`config.mk`:
```
export PLATFORM = sky130hd
export DESIGN_NAME = sem_mailbox
export DESIGN_NICKNAME = d
export VERILOG_FILES = /design/src/rtl/sem_mailbox_pkg.sv /design/src/rtl/sem_fifo_ch.sv /design/src/rtl/sem_mailbox.sv
export SDC_FILE = /design/constraint.sdc
export NUM_CORES = 1
export LEC_CHECK = 0
export BUFFER_PORTS_ARGS = -buffer_cell sky130_fd_sc_hd__clkbuf_2
export CORE_MARGIN = 2
export CORE_UTILIZATION = 56
export DETAILED_ROUTE_END_ITERATION = 12
export GPL_TIMING_DRIVEN = 0
export HOLD_SLACK_MARGIN = 0.1
export PLACE_DENSITY = 0.79
export SYNTH_ARGS = -nofsm -noshare
export SYNTH_HDL_FRONTEND = slang
export SYNTH_SLANG_ARGS = --single-unit
```
`constraint.sdc`:
```
create_clock -name clk -period 2.4 [get_ports clk]
set_input_delay 0.24 -clock clk [delete_from_list [all_inputs] [get_ports clk]]
set_output_delay 0.24 -clock clk [all_outputs]
set_load 0.05 [all_outputs]
```
`src/rtl/sem_mailbox_pkg.sv`:
```
// +-----------------------------------------------------------------------+
// | sem_mailbox_pkg : default sizing for the semaphore mailbox            |
// | rev 1.0                                                               |
// +-----------------------------------------------------------------------+
`default_nettype none

package sem_mailbox_pkg;

  localparam int SEM_DATA_WIDTH = 8;
  localparam int SEM_CH_NO      = 2;
  localparam int SEM_FIFO_DEPTH = 4;

endpackage

`default_nettype wire

```
`src/rtl/sem_fifo_ch.sv`:
```
// +-----------------------------------------------------------------------+
// | sem_fifo_ch : one show-ahead mailbox channel with sticky error flags  |
// | rev 1.0                                                               |
// +-----------------------------------------------------------------------+
`default_nettype none

module sem_fifo_ch
  import sem_mailbox_pkg::*;
#(
  parameter  int DATA_WIDTH = SEM_DATA_WIDTH,
  parameter  int DEPTH      = SEM_FIFO_DEPTH,
  localparam int CNT_W      = $clog2(DEPTH + 1)
) (
  input  logic                  clk,
  input  logic                  rst,
  input  logic                  err_clr,
  input  logic [DATA_WIDTH-1:0] wr_data,
  input  logic                  wr_valid,
  output logic                  full,
  output logic [DATA_WIDTH-1:0] rd_data,
  output logic                  rd_valid,
  input  logic                  rd_read,
  output logic                  empty,
  output logic [CNT_W-1:0]      level,
  input  logic                  flush,
  output logic                  ovf,
  output logic                  udf
);

  localparam int PTR_W = $clog2(DEPTH);

  logic [DATA_WIDTH-1:0] mem_q [DEPTH];
  logic [PTR_W-1:0]      wr_ptr_q, wr_ptr_d;
  logic [PTR_W-1:0]      rd_ptr_q, rd_ptr_d;
  logic [CNT_W-1:0]      count_q, count_d;
  logic                  ovf_q, ovf_d;
  logic                  udf_q, udf_d;
  logic                  push, pop;

  // Status comes only from the registered count: no input-to-output path.
  assign empty    = (count_q == '0);
  assign full     = (count_q == CNT_W'(DEPTH));
  assign rd_valid = ~empty;
  assign level    = count_q;
  assign rd_data  = empty ? '0 : mem_q[rd_ptr_q];
  assign ovf      = ovf_q;
  assign udf      = udf_q;

  // A pop on a full channel frees the slot the push needs this same edge.
  assign push = wr_valid & (~full | rd_read) & ~flush;
  assign pop  = rd_read & ~empty & ~flush;

  always_comb begin
    wr_ptr_d = wr_ptr_q;
    rd_ptr_d = rd_ptr_q;
    count_d  = count_q;
    ovf_d    = err_clr ? 1'b0 : ovf_q;
    udf_d    = err_clr ? 1'b0 : udf_q;

    if (flush) begin
      wr_ptr_d = '0;
      rd_ptr_d = '0;
      count_d  = '0;
    end else begin
      if (push) wr_ptr_d = wr_ptr_q + PTR_W'(1);
      if (pop)  rd_ptr_d = rd_ptr_q + PTR_W'(1);
      if (push && !pop)      count_d = count_q + CNT_W'(1);
      else if (pop && !push) count_d = count_q - CNT_W'(1);
      if (wr_valid && full && !rd_read) ovf_d = 1'b1;
      if (rd_read && empty)             udf_d = 1'b1;
    end
  end

  always_ff @(posedge clk or negedge rst) begin
    if (!rst) begin
      wr_ptr_q <= '0;
      rd_ptr_q <= '0;
      count_q  <= '0;
      ovf_q    <= 1'b0;
      udf_q    <= 1'b0;
    end else begin
      wr_ptr_q <= wr_ptr_d;
      rd_ptr_q <= rd_ptr_d;
      count_q  <= count_d;
      ovf_q    <= ovf_d;
      udf_q    <= udf_d;
    end
  end

  always_ff @(posedge clk) begin
    if (push) mem_q[wr_ptr_q] <= wr_data;
  end

endmodule

`default_nettype wire

```
`src/rtl/sem_mailbox.sv`:
```
// +-----------------------------------------------------------------------+
// | sem_mailbox : NUM_CH independent semaphore FIFOs between CPU cores    |
// | rev 1.0                                                               |
// +-----------------------------------------------------------------------+
`default_nettype none

module sem_mailbox
  import sem_mailbox_pkg::*;
#(
  parameter  int DATA_WIDTH = SEM_DATA_WIDTH,
  parameter  int NUM_CH     = SEM_CH_NO,
  parameter  int DEPTH      = SEM_FIFO_DEPTH,
  localparam int CNT_W      = $clog2(DEPTH + 1)
) (
  input  logic                         clk,
  input  logic                         rst,
  input  logic [NUM_CH*DATA_WIDTH-1:0] wr_data,
  input  logic [NUM_CH-1:0]            wr_valid,
  output logic [NUM_CH-1:0]            full,
  output logic [NUM_CH*DATA_WIDTH-1:0] rd_data,
  output logic [NUM_CH-1:0]            rd_valid,
  input  logic [NUM_CH-1:0]            rd_read,
  output logic [NUM_CH-1:0]            empty,
  output logic [NUM_CH*CNT_W-1:0]      level,
  input  logic [NUM_CH-1:0]            flush,
  output logic [NUM_CH-1:0]            ovf,
  output logic [NUM_CH-1:0]            udf,
  input  logic                         err_clr
);

  for (genvar c = 0; c < NUM_CH; c++) begin : g_ch
    sem_fifo_ch #(
      .DATA_WIDTH (DATA_WIDTH),
      .DEPTH      (DEPTH)
    ) u_ch (
      .clk      (clk),
      .rst      (rst),
      .err_clr  (err_clr),
      .wr_data  (wr_data[c*DATA_WIDTH +: DATA_WIDTH]),
      .wr_valid (wr_valid[c]),
      .full     (full[c]),
      .rd_data  (rd_data[c*DATA_WIDTH +: DATA_WIDTH]),
      .rd_valid (rd_valid[c]),
      .rd_read  (rd_read[c]),
      .empty    (empty[c]),
      .level    (level[c*CNT_W +: CNT_W]),
      .flush    (flush[c]),
      .ovf      (ovf[c]),
      .udf      (udf[c])
    );
  end

endmodule

`default_nettype wire
```
=== After elaboration in Yosys (flattened, before gate mapping) ===
Memories as Yosys holds them, arrays and structs flattened.
Index checks and enable logic that the tools add are counted.
Widths: inputs -> output; s select.

* Bitwise operators: 16
* Reduce and logical (&&, ||, !) cells: 24
* Div/mod/pow operators: 0
* Equal/unequal tests: 2
* Shifts and indexed selects: 0
* $mul: 0
* Magnitude comparators: 0
* Add/sub/neg operators: 8
* Multiplexer cells: 32

{| class="wikitable"
|+ Operators by type and width
! kind !! count
|-
| $mux 3 || 6
|-
| $mux 1 || 16
|-
| $mux 2 || 8
|-
| $mux 8 || 2
|-
| $logic_and 1x1->1 || 10
|-
| $add 2x1->2 const B || 4
|-
| $and 1x1->1 || 8
|-
| $reduce_bool 2->1 || 4
|-
| $add 3x1->3 const B || 2
|-
| $eq 3x3->1 const B || 2
|-
| $logic_not 1->1 || 6
|-
| $logic_not 3->1 || 2
|-
| $not 1->1 || 6
|-
| $reduce_bool 3->1 || 2
|-
| $sub 3x1->3 const B || 2
|-
| $or 1x1->1 || 2
|}

* Latch bits: 0
* Bits of input ports: 25
* Register bits: 18
* Memories kept: 2
* Word-level logic and storage cells: 94
* Bits in read-only memories: 0
* RAM bits: 64

{| class="wikitable"
|+ Memory list
! memory !! words !! bits a word !! rd ports !! clocked after Yosys merged registers in !! wr ports !! RTL line !! text
|-
| g_ch[0].u_ch.mem_q || 4 || 8 || 1 || 0 || 1 || sem_fifo_ch.sv:32 || <nowiki>logic [DATA_WIDTH-1:0] mem_q [DEPTH];</nowiki>
|-
| g_ch[1].u_ch.mem_q || 4 || 8 || 1 || 0 || 1 || sem_fifo_ch.sv:32 ||
|}

=== Depth between registers and ports, before layout ===
Gate-level depths: netlist of the first run.

* Depth after elaboration: 10
* Depth in mapped cells: 9
* Depth with buffers taken out: 8

=== Hierarchy ===
A second synthesis of the first run with hierarchy kept.

* Cells, all modules: 248
* Area, all modules: 3,828.7 um2

{| class="wikitable"
|+ Modules (own cells, without submodules)
! module !! area an instance (um2) !! instances !! cells an instance
|-
| sem_fifo_ch || 1,914.3 || 2 || 124
|}

=== Worst setup path before layout of the first run ===
OpenSTA, ideal clock, no wires.

* Kind: register -> register
* Start: reg g_ch[0].u_ch.count_q[2]
* End: reg g_ch[0].u_ch.count_q[2]
* Clock period less this slack: 2,440 ps
* Data arrival time: 2,358 ps
* Path slack: -40 ps
* Stages on the path, launching flop included: 8
* Setup time: 82 ps
* Path buffers: 1
* Cell sequence: dfrtp_1 -> or4b_1 -> buf_6 -> and3_2 -> fa_1 -> and3_1 -> o32a_1 -> a31oi_1

* Word-level cells in the longest chain between the ends: 8
* Elaborated cells between the ends (all ways): 19
* Those cells by class: 2 x add/sub; 1 x eq/ne; 3 x mux; 7 x bitwise; 6 x reduce/logical

{| class="wikitable"
|+ Ends and longest elaborated chain
! element !! RTL line !! text
|-
| from (decl) || sem_fifo_ch.sv:35 || <nowiki>logic [CNT_W-1:0] count_q, count_d;</nowiki>
|-
| from (signal assigned) || sem_fifo_ch.sv:84 || <nowiki>count_q <= count_d;</nowiki>
|-
| $eq 3x3->1 or $logic_not 3->1 (tied branches) || sem_fifo_ch.sv:42, sem_fifo_ch.sv:41 ||
|-
| $not 1->1, on equally long branches || sem_fifo_ch.sv:50, sem_fifo_ch.sv:51 ||
|-
| $or 1x1->1 or $and 1x1->1 (tied branches) || sem_fifo_ch.sv:50, sem_fifo_ch.sv:51 ||
|-
| $and 1x1->1, on equally long branches || sem_fifo_ch.sv:50, sem_fifo_ch.sv:51 ||
|-
| $and 1x1->1 or $logic_not 1->1 (tied branches) || sem_fifo_ch.sv:50, sem_fifo_ch.sv:67 ||
|-
| $logic_and 1x1->1 or $logic_not 1->1 (tied branches) || sem_fifo_ch.sv:67, sem_fifo_ch.sv:68 ||
|-
| $mux 3 or $logic_and 1x1->1 (tied branches) || sem_fifo_ch.sv:67, sem_fifo_ch.sv:68 ||
|-
| $mux 3 or $reduce_bool 3->1 (tied branches) || -- ||
|}

Several ways; a longest one is shown, not always the timed one. The select of a mux whose other input is x is not followed.
A chain may end at the register's enable or synchronous reset.

=== Worst setup path after layout of the first run ===
* Start: reg g_ch[1].u_ch.count_q[1]
* End: reg g_ch[1].u_ch.count_q[2]

* Word-level cells in the longest chain between the ends: 8
* Elaborated cells between the ends (all ways): 19
* Those cells by class: 2 x add/sub; 1 x eq/ne; 3 x mux; 7 x bitwise; 6 x reduce/logical

{| class="wikitable"
|+ Ends and longest elaborated chain
! element !! RTL line
|-
| from (decl) || sem_fifo_ch.sv:35
|-
| from (signal assigned) || sem_fifo_ch.sv:84
|-
| $eq 3x3->1 or $logic_not 3->1 (tied branches) || sem_fifo_ch.sv:42, sem_fifo_ch.sv:41
|-
| $not 1->1, on equally long branches || sem_fifo_ch.sv:50, sem_fifo_ch.sv:51
|-
| $or 1x1->1 or $and 1x1->1 (tied branches) || sem_fifo_ch.sv:50, sem_fifo_ch.sv:51
|-
| $and 1x1->1, on equally long branches || sem_fifo_ch.sv:50, sem_fifo_ch.sv:51
|-
| $and 1x1->1 or $logic_not 1->1 (tied branches) || sem_fifo_ch.sv:50, sem_fifo_ch.sv:67
|-
| $logic_and 1x1->1 or $logic_not 1->1 (tied branches) || sem_fifo_ch.sv:67, sem_fifo_ch.sv:68
|-
| $mux 3 or $logic_and 1x1->1 (tied branches) || sem_fifo_ch.sv:67, sem_fifo_ch.sv:68
|-
| $mux 3 or $reduce_bool 3->1 (tied branches) || --
|}

Several ways; a longest one is shown, not always the timed one. The select of a mux whose other input is x is not followed.

==> out/qor.yml, run 1 <==
finish:
  final_common_cell: "edfxtp_1"
  diodes: 0
  stdcell_area_sq_um: 4330
  final_cell_mix: "64 x edfxtp_1, 51 x clkbuf_2, 22 x and2_1"
  nets: 355
  syn2layout_area_growth_pct: 15.9
  drive_above_1_share_pct: 36.3
setup_path:
  crit_type: "register to register"
  cp_max_fo: 6
  timing.rr.end: "g_ch[1].u_ch.level[2]$_DFFE_PN0P_"
  start_kind: "register"
  critPathCaptureType: "register"
  r2r.worst_path.cells: 8
  required_ns: 2.61
  rr_startpoint: "g_ch[1].u_ch.level[1]$_DFFE_PN0P_"
  r2r_setup_slack_ns: 0.11
  worstPathArrival_ns: 2.50
min_path:
  whs_path_depth: 1
  hp-class: "primary input to register"
  hp-start: "wr_data[2]"
  hold_end: "g_ch[0].u_ch.mem_q[3][2]$_DFFE_PP_"
yosys:
  ys_seq_area_share_pct: 63.6
  yosysTopAreaCellShare_pct: 51.5
  synth-edff-count: 64
  yosys_warnings: 0
  async_flop_share_pct: 22.0
  yosysTopAreaCell: "edfxtp_1"
  synth_ff_type: "edfxtp_1"
  synth.avg_cell_area_sq_um: 14.7
  syn-num-nets: 289
  yosys-top-cells-area: "edfxtp_1 51%, dfrtp_1 12%, mux4_2 9.7%, and2_1 3.7%, ha_1 2.7%"
  synth-seq-cells: 82
  netlist_area_sq_um: 3730
  post_synth_num_cell_types: 35
  syn-instance-count: 254
routing:
  drc: 0
  drt_iter0_drc: 77
  drt-pass1-iter-count: 4
  num_vias: 2201
  ant_nets: 0
  drt-total-wl_mm: 6.26
  wire_per_inst_um: 15.6
  viasPerCell: 5.48
clock_tree:
  clkLatencyLatePin_ns: 0.34
  tritoncts: "yes"
  root_buffer: "clkbuf_8"
  cts_buffer_depth: 2
  cts_buffers: 9
  clk_pin_slew_ns: 0.08
  cts.sinks: 82
  htree_num_levels: 3
timing:
  holdWs_ns: 0.113
  rsz0062_at_grt: "yes"
  skew_ns: 0.00628
  max_freq_mhz: 436
  finalSetupViolCount: 0
  slew_violations: 0
  finalCritPeriodShare_pct: 95.6
  final_hold_viol_count: 0
  tightest_slew_ns: 0.581
  slew_headroom_pct: 61.3
  layout_min_cycle_time_ns: 2.29
floorplan:
  fp-row-count: 29
  dieArea_sq_um: 7330
  core_sq_um: 6390
  io_pins: 57
  start_util_pct: 58.4
  fp.dieH_um: 85.6
  chipWidth_um: 85.6
pwr:
  ir_worst_vdd_v: 0.000867
  power_leakage_uw: 0.00170
  p_per_area_nw_per_um2: 1160
  finalPower_uw: 5010
grt:
  grt_max_degree: 19
  grt_pass1_wl_mm: 10.5
  overflow: 0
  grt_usage_pct: 18.9
  antenna_found_initial: 0
  grt_pass1_vias: 2160
place:
  place_area_sq_um: 4090
  dp_hpwl_mm: 4.29
  place_congestion: 0.744
  io_buffers: 51
outcome:
  status: "finished, final reports clean"
run:
  max_cap_viol_count: 0
-- sequential cells by signal, indices dropped and copies added, names as in the netlist --
register and cells:
g_ch.u_ch.udf 2, g_ch.u_ch.ovf 2, g_ch.u_ch.level 6, g_ch.u_ch.rd_ptr_q 4, g_ch.u_ch.mem_q 64, g_ch.u_ch.wr_ptr_q 4
-- worst max-delay path, stage by stage (launching register included) --
cell and delay (ns):
dfrtp_2 0.45, or4b_4 0.56, nor3b_1 0.20, and2_1 0.19, fa_1 0.40, nor2b_1 0.16, nand2_1 0.07, nand3_1 0.07
a31oi_1 0.07
-- routing by layer --
layer	GRT usage, %	up-vias	routed length (um)
li1	-	1047	-
met1	25.4	1084	2730
met2	30.6	61	3190
met3	3.18	9	247
met4	8.66	0	93
met5	0	-	0
-- stage by stage --
stage	util, %	worst slack (ns)	setup TNS [ns]	instances
floorplan	-	0.00276	0	254
global placement	64.0	0.0809	0	382
detailed placement	64.0	0.0136	0	382
CTS	67.2	0.00595	0	399
global route	67.8	-0.0198	-0.0201	402
finish	67.8	0.106	0	402
-- synth_stat cells, types with 5 or more instances --
master / instances
and2_1: 22
buf_4: 10
edfxtp_1: 64
clkbuf_1: 5
nand3_1: 7
and3_2: 6
ha_1: 8
xnor2_1: 5
xor2_1: 6
nand2_1: 13
a21oi_1: 6
mux4_2: 16
nor2_1: 12
inv_1: 18
dfrtp_1: 18
-- logic make-up after synthesis --
family          after synthesis  synth area share [%]
compound gates               22                  4.02
fa+ha+maj                    10                  3.75
flops                        82                  63.6
mux                          16                  9.65
xor+xnor                     11                  2.58
buf+inv                      41                  5.67
simple gates                 72                  10.8
-- power by group --
group | internal (uW) | switching (uW)
combinational | 754 | 1540
clock | 479 | 477
sequential | 1670 | 95.4
total | 2900 | 2110
-- worst max path at each step --
stage	from	endpoint	slack [ns]	cells after the start
after floorplan	g_ch[1].u_ch.level[1]$_DFFE_PN0P_	g_ch[1].u_ch.level[2]$_DFFE_PN0P_	0.003	8
after global placement	g_ch[1].u_ch.level[1]$_DFFE_PN0P_	g_ch[1].u_ch.level[2]$_DFFE_PN0P_	0.08	8
after detailed placement	g_ch[1].u_ch.level[1]$_DFFE_PN0P_	g_ch[1].u_ch.level[2]$_DFFE_PN0P_	0.01	8
after CTS	g_ch[1].u_ch.level[1]$_DFFE_PN0P_	g_ch[1].u_ch.level[2]$_DFFE_PN0P_	0.006	8
after global routing	g_ch[1].u_ch.level[1]$_DFFE_PN0P_	g_ch[1].u_ch.level[2]$_DFFE_PN0P_	-0.02	8
final	g_ch[1].u_ch.level[1]$_DFFE_PN0P_	g_ch[1].u_ch.level[2]$_DFFE_PN0P_	0.11	8
-- layout make-up --
type                       count  area, sq um
timing repair buffer          55          288
tap                           77         96.3
sequential                    82         2380
fill                         453         2060
clock buffer                   9          124
buffer                        23          144
inverter                      18         67.6
clock inverter                 7         68.8
multi-input combinational    131         1160
-- repair_timing --
action,CTS,global route
hold endpoints to repair,18,0
setup endpoints to repair,0,3
gates resized for setup,0,5
hold buffers,1,0
setup buffers,0,3
(Power assumes the default switching activity.)
==> inputs of run 2 (changes only) <==
--- a/config.mk
+++ b/config.mk
@@ -11,7 +11,7 @@
 export DETAILED_ROUTE_END_ITERATION = 12
 export GPL_TIMING_DRIVEN = 0
 export HOLD_SLACK_MARGIN = 0.1
-export PLACE_DENSITY = 0.79
+export PLACE_DENSITY = 0.9
 export SYNTH_ARGS = -nofsm -noshare
 export SYNTH_HDL_FRONTEND = slang
 export SYNTH_SLANG_ARGS = --single-unit
==> run 2 against run 1 <==
  * Combinational power is 4% higher
  * Non-clock buffer count is 8 higher
  * Fmax is 0.81% lower
  * Clock power is 8.0% lower
  * Critical path depth stayed put
  * Critical endpoint unchanged
  * Largest power group unchanged
==> out/qor.yml, run 2 (synthesis results as in run 1) <==
floorplan:
  fp-row-count: 29
  start_util_pct: 58.4
  fp.dieH_um: 85.6
  io_pins: 57
  dieArea_sq_um: 7330
  core_sq_um: 6390
  chipWidth_um: 85.6
timing:
  slew_headroom_pct: 60.7
  tightest_slew_ns: 0.589
  slew_violations: 0
  layout_min_cycle_time_ns: 2.31
  skew_ns: 0.00789
  finalSetupViolCount: 0
  final_hold_viol_count: 0
  max_freq_mhz: 432
  finalCritPeriodShare_pct: 96.3
  rsz0062_at_grt: "yes"
clock_tree:
  tritoncts: "yes"
  cts_buffers: 9
  cts_buffer_depth: 2
  clkLatencyLatePin_ns: 0.33
  htree_num_levels: 3
  clk_pin_slew_ns: 0.09
  root_buffer: "clkbuf_8"
  cts.sinks: 82
min_path:
  hp-class: "primary input to register"
  hp-start: "wr_data[1]"
setup_path:
  rr_startpoint: "g_ch[1].u_ch.level[1]$_DFFE_PN0P_"
  critPathCaptureType: "register"
  start_kind: "register"
  cp_max_fo: 5
  crit_type: "register to register"
  worstPathArrival_ns: 2.51
  cp_slowest_cell: "or4b_4"
  crit_chain: "or4b_4, nor3b_2, and2_4, fa_1, nor2b_1, nand2_1, nand3_1, a31oi_1"
  required_ns: 2.60
  crit_start: "g_ch[1].u_ch.level[1]$_DFFE_PN0P_"
  critPathMaxStageDelay_ns: 0.57
grt:
  antenna_found_initial: 0
  grt_pass1_vias: 2110
  grt_pass1_wl_mm: 10.2
  overflow: 0
  grt_usage_pct: 18.4
  grt_max_degree: 19
place:
  place_area_sq_um: 4090
  io_buffers: 51
  place_inst: 382
  place_congestion: 0.787
  dp_hpwl_mm: 4.39
routing:
  viasPerCell: 5.46
  drt-pass1-iter-count: 4
  drt-total-wl_mm: 6.56
  drt_iter0_drc: 135
  wire_per_inst_um: 16.0
  drc: 0
  num_vias: 2237
  ant_nets: 0
pwr:
  finalPower_uw: 5050
  p_per_area_nw_per_um2: 1150
  power_leakage_uw: 0.00173
  ir_worst_vdd_v: 0.000892
finish:
  stdcell_count: 410
  final_common_cell: "edfxtp_1"
  final_cell_mix: "64 x edfxtp_1, 51 x clkbuf_2, 21 x and2_1, 21 x buf_4, 18 x inv_1"
  syn2layout_area_growth_pct: 17.6
  stdcell_area_sq_um: 4390
  nets: 363
  drive_above_1_share_pct: 38.7
  post-route-util_pct: 68.8
  diodes: 0
  regMostFlops: "g_ch.u_ch.mem_q"
  largest_reg_flops: 64
run:
  max_cap_viol_count: 0
outcome:
  status: "finished, final reports clean"
==> run 2: routing by layer <==
metal	vias up	part of all wire (%)	track usage, %
met1	1110	42	25.1
li1	1060	-	-
met2	57	52	29.5
met5	-	0	0
met3	10	3.8	4.04
met4	0	1.5	7.07
==> run 2: final timing paths <==
| kind | to | slack [ns] | cells after the start |
|---|---|---|---|
| hold / removal | g_ch[0].u_ch.mem_q[1][1]$_DFFE_PP_ | 0.13 | 1 |
| hold reg to reg | g_ch[0].u_ch.udf$_DFF_PN0_ | 0.54 | 2 |
| max in group asynchronous | g_ch[0].u_ch.level[2]$_DFFE_PN0P_ | 1.64 | 2 |
| setup reg to reg | g_ch[1].u_ch.level[2]$_DFFE_PN0P_ | 0.09 | 8 |
| setup / recovery | g_ch[1].u_ch.level[2]$_DFFE_PN0P_ | 0.09 | 8 |
| min in group asynchronous | g_ch[1].u_ch.level[0]$_DFFE_PN0P_ | 0.42 | 2 |
==> run 2: critical path, delay by kind of cell, from the launching register on <==
| kind | cells | cell delay (ns) |
|---|---|---|
| simple gates | 6 | 1.26 |
| flops | 1 | 0.44 |
| fa+ha+maj | 1 | 0.39 |
| compound gates | 1 | 0.07 |
==> run 2: what timing repair did <==
| action | 4_1_cts | 5_1_grt |
|---|---|---|
| endpoints found under the setup margin | 0 | 3 |
| resized for setup | 0 | 10 |
| buffers inserted | 0 | 11 |
| hold buffers | 2 | 0 |
| endpoints found under the hold margin | 22 | 0 |
==> run 2: power breakdown <==
group	switching (uW)	internal, uW
clock network	496	382
registers	97.9	1670
logic	1580	821
==> run 2: metrics by stage <==
stage                     hold WS (ns)  setup slack, ns  TNS (ns)
after CTS                        0.109          0.00259         0
after global placement           0.204            0.109         0
after detailed placement         0.203           0.0629         0
after global routing             0.113          -0.0483   -0.0534
final                            0.125           0.0878         0
after floorplan                -0.0556          0.00276         0
==> run 2: layout make-up <==
cell class	instances	area (sq um)
buffer	22	133
clock buffer	9	124
clock inverter	7	55.1
fill	421	2000
inverter	18	67.6
multi-input combinational	131	1180
sequential	82	2380
tap	77	96.3
timing repair buffer	64	358
==> inputs of run 3 (changes only) <==
==> constraint.sdc (replaced) <==
create_clock -name clk -period 2.4 [get_ports clk]
set_input_delay 0 -clock clk [delete_from_list [all_inputs] [get_ports clk]]
set_output_delay 0 -clock clk [all_outputs]
set_load 0.05 [all_outputs]
==> run 3 against run 2 <==
  * Clock power is 0.6% higher
  * Design area rose by 5.4%
  * Wire length rose by 9.0%
  * Global-route usage increased by 1.4 points
  * Worst setup slack lost 0.034 ns
  * Non-clock buffer count up 23
  * Fmax shrank 1.5%
  * Critical endpoint unchanged
  * Largest cell class unchanged
  * Largest power group unchanged
==> out/qor.yml, run 3 (synthesis results as in run 1) <==
outcome:
  status: "finished, final reports clean"
run:
  max_cap_viol_count: 0
timing:
  skew_ns: 0.00931
  slew_headroom_pct: 60.9
  rsz0062_at_grt: "yes"
  final_hold_viol_count: 0
  slew_violations: 0
  tns_ns: 0
  finalCritPeriodShare_pct: 97.8
  holdWs_ns: 0.114
  max_freq_mhz: 426
  tightest_slew_ns: 0.586
  layout_min_cycle_time_ns: 2.35
  finalSetupViolCount: 0
floorplan:
  fp.dieH_um: 85.6
  dieArea_sq_um: 7330
  fp-row-count: 29
  chipWidth_um: 85.6
  start_util_pct: 58.4
  core_sq_um: 6390
  io_pins: 57
routing:
  drt_iter0_drc: 143
  drt-pass1-iter-count: 4
  ant_nets: 0
  viasPerCell: 5.44
  drt-total-wl_mm: 7.15
  drc: 0
  wire_per_inst_um: 16.5
  num_vias: 2356
finish:
  syn2layout_area_growth_pct: 23.9
  fillCellCount: 387
  nets: 386
  largest_reg_flops: 64
  regMostFlops: "g_ch.u_ch.mem_q"
  final_cell_mix: "64 x edfxtp_1, 51 x clkbuf_2, 26 x dlygate4sd3_1"
  final_common_cell: "edfxtp_1"
  diodes: 0
  drive_above_1_share_pct: 36.2
setup_path:
  path_buf_inv: 0
  crit_type: "register to register"
  r2r.worst_path.cells: 8
  cp_slowest_cell: "or4b_4"
  timing.rr.end: "g_ch[1].u_ch.level[2]$_DFFE_PN0P_"
  critPathCaptureType: "register"
  cp_max_fo: 7
  rr_startpoint: "g_ch[1].u_ch.level[1]$_DFFE_PN0P_"
  critPathMaxStageDelay_ns: 0.58
  start_kind: "register"
  crit_chain: "or4b_4, nor3b_2, and2_4, fa_1, nor2b_1, nand2_1, nand3_1, a31oi_1"
  crit_start: "g_ch[1].u_ch.level[1]$_DFFE_PN0P_"
  required_ns: 2.60
  crit_family: "simple AND/OR/NAND/NOR gates"
  r2r_setup_slack_ns: 0.05
  worstPathArrival_ns: 2.55
pwr:
  p_sw_uw: 2200
  power_leakage_uw: 0.00183
  clock_power_share_pct: 17.3
  internal-power_uw: 2900
  ir_worst_vdd_v: 0.000891
  finalPower_uw: 5100
  switching_share_pct: 43.2
  p_seq_share_pct: 34.7
  combPwrFrac_pct: 47.9
  p_per_area_nw_per_um2: 1100
grt:
  grt_pass1_wl_mm: 11.0
  grt_pass1_vias: 2248
  antenna_found_initial: 0
  grt_max_degree: 19
  grt_usage_pct: 19.8
  overflow: 0
clock_tree:
  cts_buffer_depth: 2
  root_buffer: "clkbuf_8"
  clkLatencyLatePin_ns: 0.34
  cts_buffers: 9
  tritoncts: "yes"
  clk_pin_slew_ns: 0.09
  cts.sinks: 82
  htree_num_levels: 3
min_path:
  whs_path_depth: 4
  hp-class: "primary input to register"
  hold_end: "g_ch[0].u_ch.ovf$_DFF_PN0_"
  hp-start: "rd_read[0]"
place:
  io_buffers: 51
  dp_hpwl_mm: 4.39
  place_congestion: 0.787
==> run 3: per-stage QoR <==
stage	util, %	area (sq um)	cells	worst slack [ns]
floorplan	-	3740	254	0.00276
global placement	64.0	4090	382	0.109
detailed placement	64.0	4090	382	0.0629
CTS	70.9	4530	424	0.00234
global route	72.4	4630	433	-0.0485
finish	72.4	4630	433	0.0535
==> run 3: what timing repair did <==
action	CTS	global route
endpoints found under the setup margin	0	2
hold endpoints to repair	99	0
hold buffers	26	0
setup buffers	0	10
resized for setup	0	11
==> run 3: cell type report <==
cell class / count / area (sq um) / area share, %
clock buffers: 9 / 124 / 2.68
repair buffers: 87 / 591 / 12.8
clock inverters: 7 / 55.1 / 1.19
flip-flops and latches: 82 / 2380 / 51.4
well taps: 77 / 96.3 / 2.08
multi-input cells: 131 / 1180 / 25.5
plain buffers: 22 / 133 / 2.87
inverters: 18 / 67.6 / 1.46
==> run 3: routing by layer <==
layer  global-route usage, %  vias to the layer above  wire [um]
li1                        -                     1102          -
met5                       0                        -          0
met2                    32.7                       74       3760
met3                    4.04                       10        259
met4                    7.07                        0        110
met1                    26.6                     1170       3010
==> run 3: worst max path at each step <==
| stage | endpoint | slack (ns) | depth (start not counted) |
|---|---|---|---|
| after global routing | g_ch[0].u_ch.level[1]$_DFFE_PN0P_ | -0.05 | 6 |
| final | g_ch[1].u_ch.level[2]$_DFFE_PN0P_ | 0.05 | 8 |
| after global placement | g_ch[1].u_ch.level[2]$_DFFE_PN0P_ | 0.11 | 8 |
| after floorplan | g_ch[1].u_ch.level[2]$_DFFE_PN0P_ | 0.003 | 8 |
| after detailed placement | g_ch[1].u_ch.level[2]$_DFFE_PN0P_ | 0.06 | 8 |
| after CTS | g_ch[1].u_ch.level[2]$_DFFE_PN0P_ | 0.002 | 7 |
==> run 3: worst min-delay path: stages <==
cell and delay [ns]:
clkbuf_2 0.10, or4b_4 0.13, buf_4 0.12, o32ai_1 0.07
==> run 3: power groups by stage <==
stage / clock, uW / sequential, uW / combinational [uW]
6_report: 884 / 1770 / 2450
2_1_floorplan: 0 / 1900 / 1700
5_1_grt: 962 / 1790 / 2620
4_1_cts: 899 / 1770 / 2320
3_5_place_dp: 0 / 1800 / 2260
3_3_place_gp: 0 / 1790 / 2220
